`src/rtl/mem_arbiter_if.sv`:
```
// rtl/mem_arbiter_if.sv - fetch/data requester and unified-memory signal bundle for mem_arbiter
interface mem_arbiter_if #(
    parameter int ADDR_W = 32,
    parameter int DATA_W = 32
);
    logic              if_req;
    logic [ADDR_W-1:0] if_addr;
    logic [DATA_W-1:0] if_rdata;
    logic              if_ready;

    logic              dm_req;
    logic              dm_we;
    logic [ADDR_W-1:0] dm_addr;
    logic [DATA_W-1:0] dm_wdata;
    logic [DATA_W-1:0] dm_rdata;
    logic              dm_ready;

    logic              mem_cs;
    logic              mem_we;
    logic [ADDR_W-1:0] mem_addr;
    logic [DATA_W-1:0] mem_wdata;
    logic [DATA_W-1:0] mem_rdata;

    logic              busy;

    // Arbiter side
    modport slave (
        input  if_req, if_addr, dm_req, dm_we, dm_addr, dm_wdata, mem_rdata,
        output if_rdata, if_ready, dm_rdata, dm_ready,
               mem_cs, mem_we, mem_addr, mem_wdata, busy
    );

    // Requester and memory side
    modport master (
        output if_req, if_addr, dm_req, dm_we, dm_addr, dm_wdata, mem_rdata,
        input  if_rdata, if_ready, dm_rdata, dm_ready,
               mem_cs, mem_we, mem_addr, mem_wdata, busy
    );
endinterface

```
`src/rtl/mem_arbiter.sv`:
```
// rtl/mem_arbiter.sv - fixed-latency arbiter sharing one single-ported memory between fetch and data
module mem_arbiter #(
    parameter int ADDR_W        = 32,
    parameter int DATA_W        = 32,
    parameter int MEM_LAT       = 2,
    parameter int MAX_DM_STREAK = 4
) (
    input  logic           clk,
    input  logic           rst,
    mem_arbiter_if.slave   bus
);
    localparam int SW = $clog2(MAX_DM_STREAK + 1);
    localparam int WW = (MEM_LAT > 1) ? $clog2(MEM_LAT) : 1;
    localparam logic [SW-1:0] MAX_S     = SW'(MAX_DM_STREAK);
    localparam logic [WW-1:0] WAIT_INIT = WW'(MEM_LAT - 1);

    typedef enum logic [1:0] {IDLE, ACCESS, DONE} state_t;

    state_t            state_q, state_d;
    logic              owner_dm_q, owner_dm_d;
    logic              we_q, we_d;
    logic [ADDR_W-1:0] addr_q, addr_d;
    logic [DATA_W-1:0] wdata_q, wdata_d;
    logic [WW-1:0]     wait_q, wait_d;
    logic [SW-1:0]     streak_q, streak_d;
    logic [DATA_W-1:0] if_rdata_q, if_rdata_d;
    logic [DATA_W-1:0] dm_rdata_q, dm_rdata_d;
    logic              grant_dm;

    always_ff @(posedge clk or posedge rst) begin
        if (rst) begin
            state_q    <= IDLE;
            owner_dm_q <= 1'b0;
            we_q       <= 1'b0;
            addr_q     <= '0;
            wdata_q    <= '0;
            wait_q     <= '0;
            streak_q   <= '0;
            if_rdata_q <= '0;
            dm_rdata_q <= '0;
        end else begin
            state_q    <= state_d;
            owner_dm_q <= owner_dm_d;
            we_q       <= we_d;
            addr_q     <= addr_d;
            wdata_q    <= wdata_d;
            wait_q     <= wait_d;
            streak_q   <= streak_d;
            if_rdata_q <= if_rdata_d;
            dm_rdata_q <= dm_rdata_d;
        end
    end

    // Data wins unless fetch is waiting and data has already used up its streak.
    assign grant_dm = bus.dm_req && (!bus.if_req || (streak_q < MAX_S));

    always_comb begin
        state_d    = state_q;
        owner_dm_d = owner_dm_q;
        we_d       = we_q;
        addr_d     = addr_q;
        wdata_d    = wdata_q;
        wait_d     = wait_q;
        streak_d   = streak_q;
        if_rdata_d = if_rdata_q;
        dm_rdata_d = dm_rdata_q;

        case (state_q)
            IDLE: begin
                if (grant_dm) begin
                    owner_dm_d = 1'b1;
                    addr_d     = bus.dm_addr;
                    wdata_d    = bus.dm_wdata;
                    we_d       = bus.dm_we;
                    wait_d     = WAIT_INIT;
                    state_d    = ACCESS;
                    if (bus.if_req && (streak_q != MAX_S)) begin
                        streak_d = streak_q + SW'(1);
                    end
                end else if (bus.if_req) begin
                    owner_dm_d = 1'b0;
                    addr_d     = bus.if_addr;
                    we_d       = 1'b0;
                    wait_d     = WAIT_INIT;
                    state_d    = ACCESS;
                    streak_d   = '0;
                end
            end
            ACCESS: begin
                if (wait_q == '0) begin
                    if (!we_q) begin
                        if (owner_dm_q) begin
                            dm_rdata_d = bus.mem_rdata;
                        end else begin
                            if_rdata_d = bus.mem_rdata;
                        end
                    end
                    state_d = DONE;
                end else begin
                    wait_d = wait_q - WW'(1);
                end
            end
            DONE: begin
                state_d = IDLE;
            end
            default: begin
                state_d = IDLE;
            end
        endcase
    end

    assign bus.mem_cs    = (state_q == ACCESS);
    assign bus.mem_we    = (state_q == ACCESS) && we_q;
    assign bus.mem_addr  = addr_q;
    assign bus.mem_wdata = wdata_q;
    assign bus.if_ready  = (state_q == DONE) && !owner_dm_q;
    assign bus.dm_ready  = (state_q == DONE) && owner_dm_q;
    assign bus.if_rdata  = if_rdata_q;
    assign bus.dm_rdata  = dm_rdata_q;
    assign bus.busy      = (state_q != IDLE);
endmodule
```
`src/flat_wrapper.sv`:
```
// flat-port wrapper written by rule: the top's interface ports become plain ports
module mem_arbiter_flat 
#(
    parameter int ADDR_W        = 32,
    parameter int DATA_W        = 32,
    parameter int MEM_LAT       = 2,
    parameter int MAX_DM_STREAK = 4
)
  (clk, rst, bus_if_req, bus_if_addr, bus_dm_req, bus_dm_we, bus_dm_addr, bus_dm_wdata, bus_mem_rdata, bus_if_rdata, bus_if_ready, bus_dm_rdata, bus_dm_ready, bus_mem_cs, bus_mem_we, bus_mem_addr, bus_mem_wdata, bus_busy);
  mem_arbiter_if #(.ADDR_W(ADDR_W), .DATA_W(DATA_W)) bus_i ();
  input  logic clk;
  input  logic rst;
  input wire logic [$bits(bus_i.if_req)-1:0] bus_if_req;
  input wire logic [$bits(bus_i.if_addr)-1:0] bus_if_addr;
  input wire logic [$bits(bus_i.dm_req)-1:0] bus_dm_req;
  input wire logic [$bits(bus_i.dm_we)-1:0] bus_dm_we;
  input wire logic [$bits(bus_i.dm_addr)-1:0] bus_dm_addr;
  input wire logic [$bits(bus_i.dm_wdata)-1:0] bus_dm_wdata;
  input wire logic [$bits(bus_i.mem_rdata)-1:0] bus_mem_rdata;
  output wire logic [$bits(bus_i.if_rdata)-1:0] bus_if_rdata;
  output wire logic [$bits(bus_i.if_ready)-1:0] bus_if_ready;
  output wire logic [$bits(bus_i.dm_rdata)-1:0] bus_dm_rdata;
  output wire logic [$bits(bus_i.dm_ready)-1:0] bus_dm_ready;
  output wire logic [$bits(bus_i.mem_cs)-1:0] bus_mem_cs;
  output wire logic [$bits(bus_i.mem_we)-1:0] bus_mem_we;
  output wire logic [$bits(bus_i.mem_addr)-1:0] bus_mem_addr;
  output wire logic [$bits(bus_i.mem_wdata)-1:0] bus_mem_wdata;
  output wire logic [$bits(bus_i.busy)-1:0] bus_busy;
  assign bus_i.if_req = bus_if_req;
  assign bus_i.if_addr = bus_if_addr;
  assign bus_i.dm_req = bus_dm_req;
  assign bus_i.dm_we = bus_dm_we;
  assign bus_i.dm_addr = bus_dm_addr;
  assign bus_i.dm_wdata = bus_dm_wdata;
  assign bus_i.mem_rdata = bus_mem_rdata;
  assign bus_if_rdata = bus_i.if_rdata;
  assign bus_if_ready = bus_i.if_ready;
  assign bus_dm_rdata = bus_i.dm_rdata;
  assign bus_dm_ready = bus_i.dm_ready;
  assign bus_mem_cs = bus_i.mem_cs;
  assign bus_mem_we = bus_i.mem_we;
  assign bus_mem_addr = bus_i.mem_addr;
  assign bus_mem_wdata = bus_i.mem_wdata;
  assign bus_busy = bus_i.busy;
  mem_arbiter #(.ADDR_W(ADDR_W), .DATA_W(DATA_W), .MEM_LAT(MEM_LAT), .MAX_DM_STREAK(MAX_DM_STREAK)) u_core (.clk(clk), .rst(rst), .bus(bus_i));
endmodule
```
`config.mk`:
```
export PLATFORM = sky130hd
export DESIGN_NAME = mem_arbiter_flat
export DESIGN_NICKNAME = d
export VERILOG_FILES = /design/src/rtl/mem_arbiter_if.sv /design/src/rtl/mem_arbiter.sv /design/src/flat_wrapper.sv
export SDC_FILE = /design/constraint.sdc
export NUM_CORES = 1
export LEC_CHECK = 0
export ABC_AREA = 0
export BUFFER_PORTS_ARGS = -buffer_cell sky130_fd_sc_hd__buf_4
export CAP_MARGIN = 15
export CORE_MARGIN = 2
export CORE_UTILIZATION = 46
export CTS_CLUSTER_DIAMETER = 80
export DETAILED_ROUTE_END_ITERATION = 12
export PLACE_DENSITY = 0.77
export SLEW_MARGIN = 20
export SYNTH_ARGS = -nofsm -noshare
export SYNTH_HDL_FRONTEND = slang
export SYNTH_SLANG_ARGS = --single-unit
```
`constraint.sdc`:
```
create_clock -name clk -period 4.95 [get_ports clk]
set_clock_uncertainty 0.15 [all_clocks]
set_input_delay 0.2475 -clock clk [delete_from_list [all_inputs] [get_ports clk]]
set_output_delay 0.2475 -clock clk [all_outputs]
set_load 0.01 [all_outputs]
```
# Word level (Yosys, flattened, before mapping)
# Index checks and enable logic that the tools add are counted.
# word_totals
output_inout_bits,133
inputBits,133
register_bits,136
# op_classes
add_sub_neg,2
muxes,16
n_lt_le_gt_ge,1
bitwise_logic,3
n_eq_ne,6
reduce_logical,19
# op_table
cell,n
$mux W32,2
$mux W3,3
$reduce_and A2 Y1,4
$reduce_and A4 Y1,2
$mux W1,6
$mux W2,3
$reduce_bool A2 Y1,3
$logic_and A1 B1 Y1,5
$ne A2 B2 Y1 const B,2
$pmux W2 S2,1
$add A3 B1 Y3 const B,1
$lt A3 B3 Y1 const B,1
$ne A3 B2 Y1 const B,1
$ne A3 B3 Y1 const B,1
$not A1 Y1,3
$reduce_and A3 Y1,1
$eq A2 B1 Y1 const B,1
$eq A2 B2 Y1 const B,1
$logic_not A1 Y1,2
$logic_not A2 Y1,1
$pmux W1 S2,1
$logic_or A1 B1 Y1,1
$sub A1 B1 Y1 const B,1

# Logic depth before layout (Yosys ltp)
# logic_depth
ltp_word,5
ltp_mapped,6
ltp_nobuf,4

# Worst setup path after synthesis
# OpenSTA, ideal clock, no wires.
# synth_timing
path_kind,flip-flop to flip-flop
start,register u_core.wait_q
end,"register u_core.if_rdata_q[20], in the netlist u_core.bus.if_rdata[20]"
path_stages_with_launch,4
path_buffers,1
path_slack_ns,3.334
required_time_ns,4.675
arrival_ns,1.341
cell_sequence,dfrtp_1 -> nor4_4 -> buf_4 -> mux2_2
# synth_via
elab_chain_cells,2
# synth_lines
item,line_no,source
start: declaration,mem_arbiter.sv:24,"logic [WW-1:0] wait_q, wait_d;"
start signal: assignment,mem_arbiter.sv:47,wait_q <= wait_d;
$not A1 Y1 (no line),-,
$reduce_and A4 Y1 (no line),-,
end signal: assignment,mem_arbiter.sv:49,if_rdata_q <= if_rdata_d;
end: declaration,mem_arbiter.sv:26,"logic [DATA_W-1:0] if_rdata_q, if_rdata_d;"
# Every way passes these cells.
# A chain may end at the register's enable or synchronous reset.

# Worst setup path after layout
# layout_timing
start,register u_core.state_q[0]
end,"register u_core.addr_q[6], in the netlist u_core.bus.mem_addr[6]"
# layout_via
elab_chain_cells,2
# layout_lines
item,line_no,source
start: declaration,mem_arbiter.sv:19,"state_t state_q, state_d;"
start signal: assignment,mem_arbiter.sv:42,state_q <= state_d;
$logic_not A2 Y1,mem_arbiter.sv:68,case (state_q)
$reduce_and A2 Y1 (no line),-,
end signal: assignment,mem_arbiter.sv:45,addr_q <= addr_d;
end: declaration,mem_arbiter.sv:22,"logic [ADDR_W-1:0] addr_q, addr_d;"
# Every way passes these cells.

==> impl_metrics.yaml <==
worst_setup_path:
  cp_num_buf_inv: 2
  cp_max_fo: 36
  start_kind: "flop"
  required_ns: 5.08
  cpLargestDelayFamily: "buffers and inverters"
  crit_slowest_cell: "and2_2"
  max_stage_delay_ns: 0.65
  cp.arrival_ns: 2.78
  worstPathCellList: "nor2_2, buf_4, and2_2, a31oi_1, dlygate4sd3_1"
  setup.worst_path.class: "reg -> reg"
  cp-end-kind: "flop"
yosys:
  synth_warnings: 0
  synth_top_area_frac: 0.619
  synth_seq_cells: 136
  synth.most_common_cell: "dfrtp_1"
  synth_flop_cell: "dfrtp_1"
  synth_edf_count: 0
  postSynthCellCount: 425
  synth_nets: 560
  synth_seq_area_share: 0.619
  synth_common_cells: "136 x dfrtp_1, 89 x mux2_2, 69 x nand2_1, 32 x a21oi_1, 32 x a31oi_1"
  ys_types: 29
  synthTopCellsByArea: "dfrtp_1 62%, mux2_2 18%, nand2_1 4.7%, a31oi_1 3.6%, a21oi_1 2.9%"
  yosysTopAreaCell: "dfrtp_1"
  synthArstFlopShare: 1.00
  synth_area_um2: 5500
  avgSynthCellArea_um2: 12.9
floorplanning:
  start_util: 0.475
  coreArea_um2: 11600
  fp-row-count: 39
  die_h_um: 113
  fp.dieW_um: 113
  io_pins: 266
  dieArea_um2: 12800
clock_tree:
  cts_tree: "yes"
  root_buffer: "clkbuf_16"
  clkSinkCount: 136
  clockBufferDepth: 2
  clk_pin_slew_ns: 0.05
  cts.htree.levels: 4
  clk_latency_ns: 0.40
  cts_buffers: 17
  post_cts_buffers: 0
global_routing:
  grt_pass1_wl_mm: 27.2
  globalRouteOverflowTotal: 0
  grt_pass1_vias: 5293
  grt_start_max_net_pins: 74
  grt_antenna_before_repair: 1
  grtUsageTotal: 0.273
placement:
  numPortBuffers: 265
  hpwl_mm: 10.3
  placed_area_um2: 7540
  place_inst: 809
  gp_congestion: 0.818
final_layout:
  seq_area_um2: 3400
  syn_to_final_growth_pct: 71.9
  drive_above_1_share: 0.477
  multi_input_area_um2: 1920
  final_cells: 972
  num-fill-cells: 616
  nNetsFinal: 950
  fin_util: 0.817
  fin_area_um2: 9450
sta:
  min_period_ns: 2.65
  worstMarginPinSlew_ns: 1.09
  hold_slack_ns: 0.0846
  slew_headroom: 0.274
  max_freq_mhz: 378
  fin_setup_tns_ns: 0
  min_period_over_period: 0.535
  slew_viol_final: 0
  rsz0062_at_grt: "no"
  final-hold-violation-count: 0
  setup_viol: 0
power_and_ir_drop:
  power_density_nw_per_um2: 638
  swShare: 0.325
  intPower_uw: 4070
  p_clk_frac: 0.211
  combPwrFrac: 0.450
  leakage_uw: 0.00447
  vdd_drop_max_uv: 337
  p_sw_uw: 1960
  seq_power_share: 0.339
status:
  violations: "design-rule violations"
  status: "complete, but fails checks"
routing:
  drc_errors: 1
  via_per_inst: 5.12
  postRouteWirelength_mm: 17.4
  wire_per_inst_um: 17.9
  first_pass_iters: 9
  drtIter0Drc: 252
  vias: 4981
  drtAntennaViolNets: 0
run:
  drv_cap: 0
worst_hold_path:
  hold_class: "in -> reg"
## layout make-up
type                    instances  area share
diodes                          1    0.000265
clock buffers                  25      0.0514
clock inverters                 7      0.0123
inverters                       6     0.00291
multi-input cells             255       0.203
flip-flops and latches        136       0.360
well taps                     143      0.0189
repair buffers                399       0.351
## flip-flops by register name (all words and copies together), names as in the netlist
signal                cells
u_core.wait_q             1
u_core.bus.if_rdata      32
u_core.bus.mem_wdata     32
u_core.bus.mem_addr      32
u_core.we_q               1
u_core.bus.dm_rdata      32
u_core.owner_dm_q         1
u_core.state_q            2
u_core.streak_q           3
## per-layer routing
metal  global-route usage  vias up  wire length [um]
li1                     -     2263                 -
met1                0.303     2405              6300
met2                0.491      269              9280
met3               0.0702       44              1240
met4                0.125        0               576
met5                    0        -                 0
## power groups by stage
| stage | sequential, uW | combinational (uW) | clock (uW) |
|---|---|---|---|
| global route | 2110 | 2900 | 1340 |
| CTS | 2020 | 2660 | 1290 |
| floorplan | 2240 | 955 | 0 |
| finish | 2040 | 2710 | 1270 |
| global placement | 2010 | 2280 | 0 |
| detailed placement | 2040 | 2350 | 0 |
## worst paths after layout
check	endpoint	startpoint	depth (start not counted)	slack [ns]
worst max register to register	u_core.bus.mem_addr[6]	u_core.state_q[0]	5	2.30
worst min-delay path	u_core.streak_q[2]	bus_dm_req	4	0.08
max in group asynchronous	u_core.bus.dm_rdata[14]	rst	4	3.05
min in group asynchronous	u_core.bus.mem_wdata[23]	rst	3	0.34
worst max-delay path	u_core.bus.mem_addr[6]	u_core.state_q[0]	5	2.30
worst min register to register	u_core.bus.if_rdata[24]	u_core.bus.if_rdata[24]	1	0.34
## cell families after synthesis
| group | synth area share |
|---|---|
| compound gates | 0.0767 |
| simple gates | 0.0706 |
| mux | 0.197 |
| flops | 0.619 |
| buf+inv | 0.0325 |
| fa+ha+maj | 0.00455 |
## timing repair
item,4_1_cts,5_1_grt
hold buffers,130,0
endpoints found under the hold margin,201,0
gates resized for setup,0,0
## worst register-to-register path, cell delays in order, from the launching register on
cell           delay [ns]
dfrtp_1              0.44
nor2_2               0.11
buf_4                0.34
and2_2               0.65
a31oi_1              0.21
dlygate4sd3_1        0.62
## stage by stage
step                      setup WS (ns)  total power [uW]
final                              2.30              6030
after global routing               2.20              6350
after detailed placement           2.22              4380
after global placement             2.34              4290
after floorplan                   0.913              3190
after CTS                          2.04              5970
## placed cells by master, fill, tap and decap left out, types with 4 or more instances in the layout
master / Yosys / final
mux2_1: 7 / 7
clkbuf_1: 14 / 5
inv_1: 6 / 5
buf_4: 6 / 269
nand2_1: 69 / 69
clkbuf_16: 0 / 17
a21o_1: 4 / 4
mux2_2: 89 / 89
dfrtp_1: 136 / 136
a21oi_1: 32 / 32
a31oi_1: 32 / 32
dlygate4sd3_1: 0 / 130
Power figures use the tool's default switching activity.
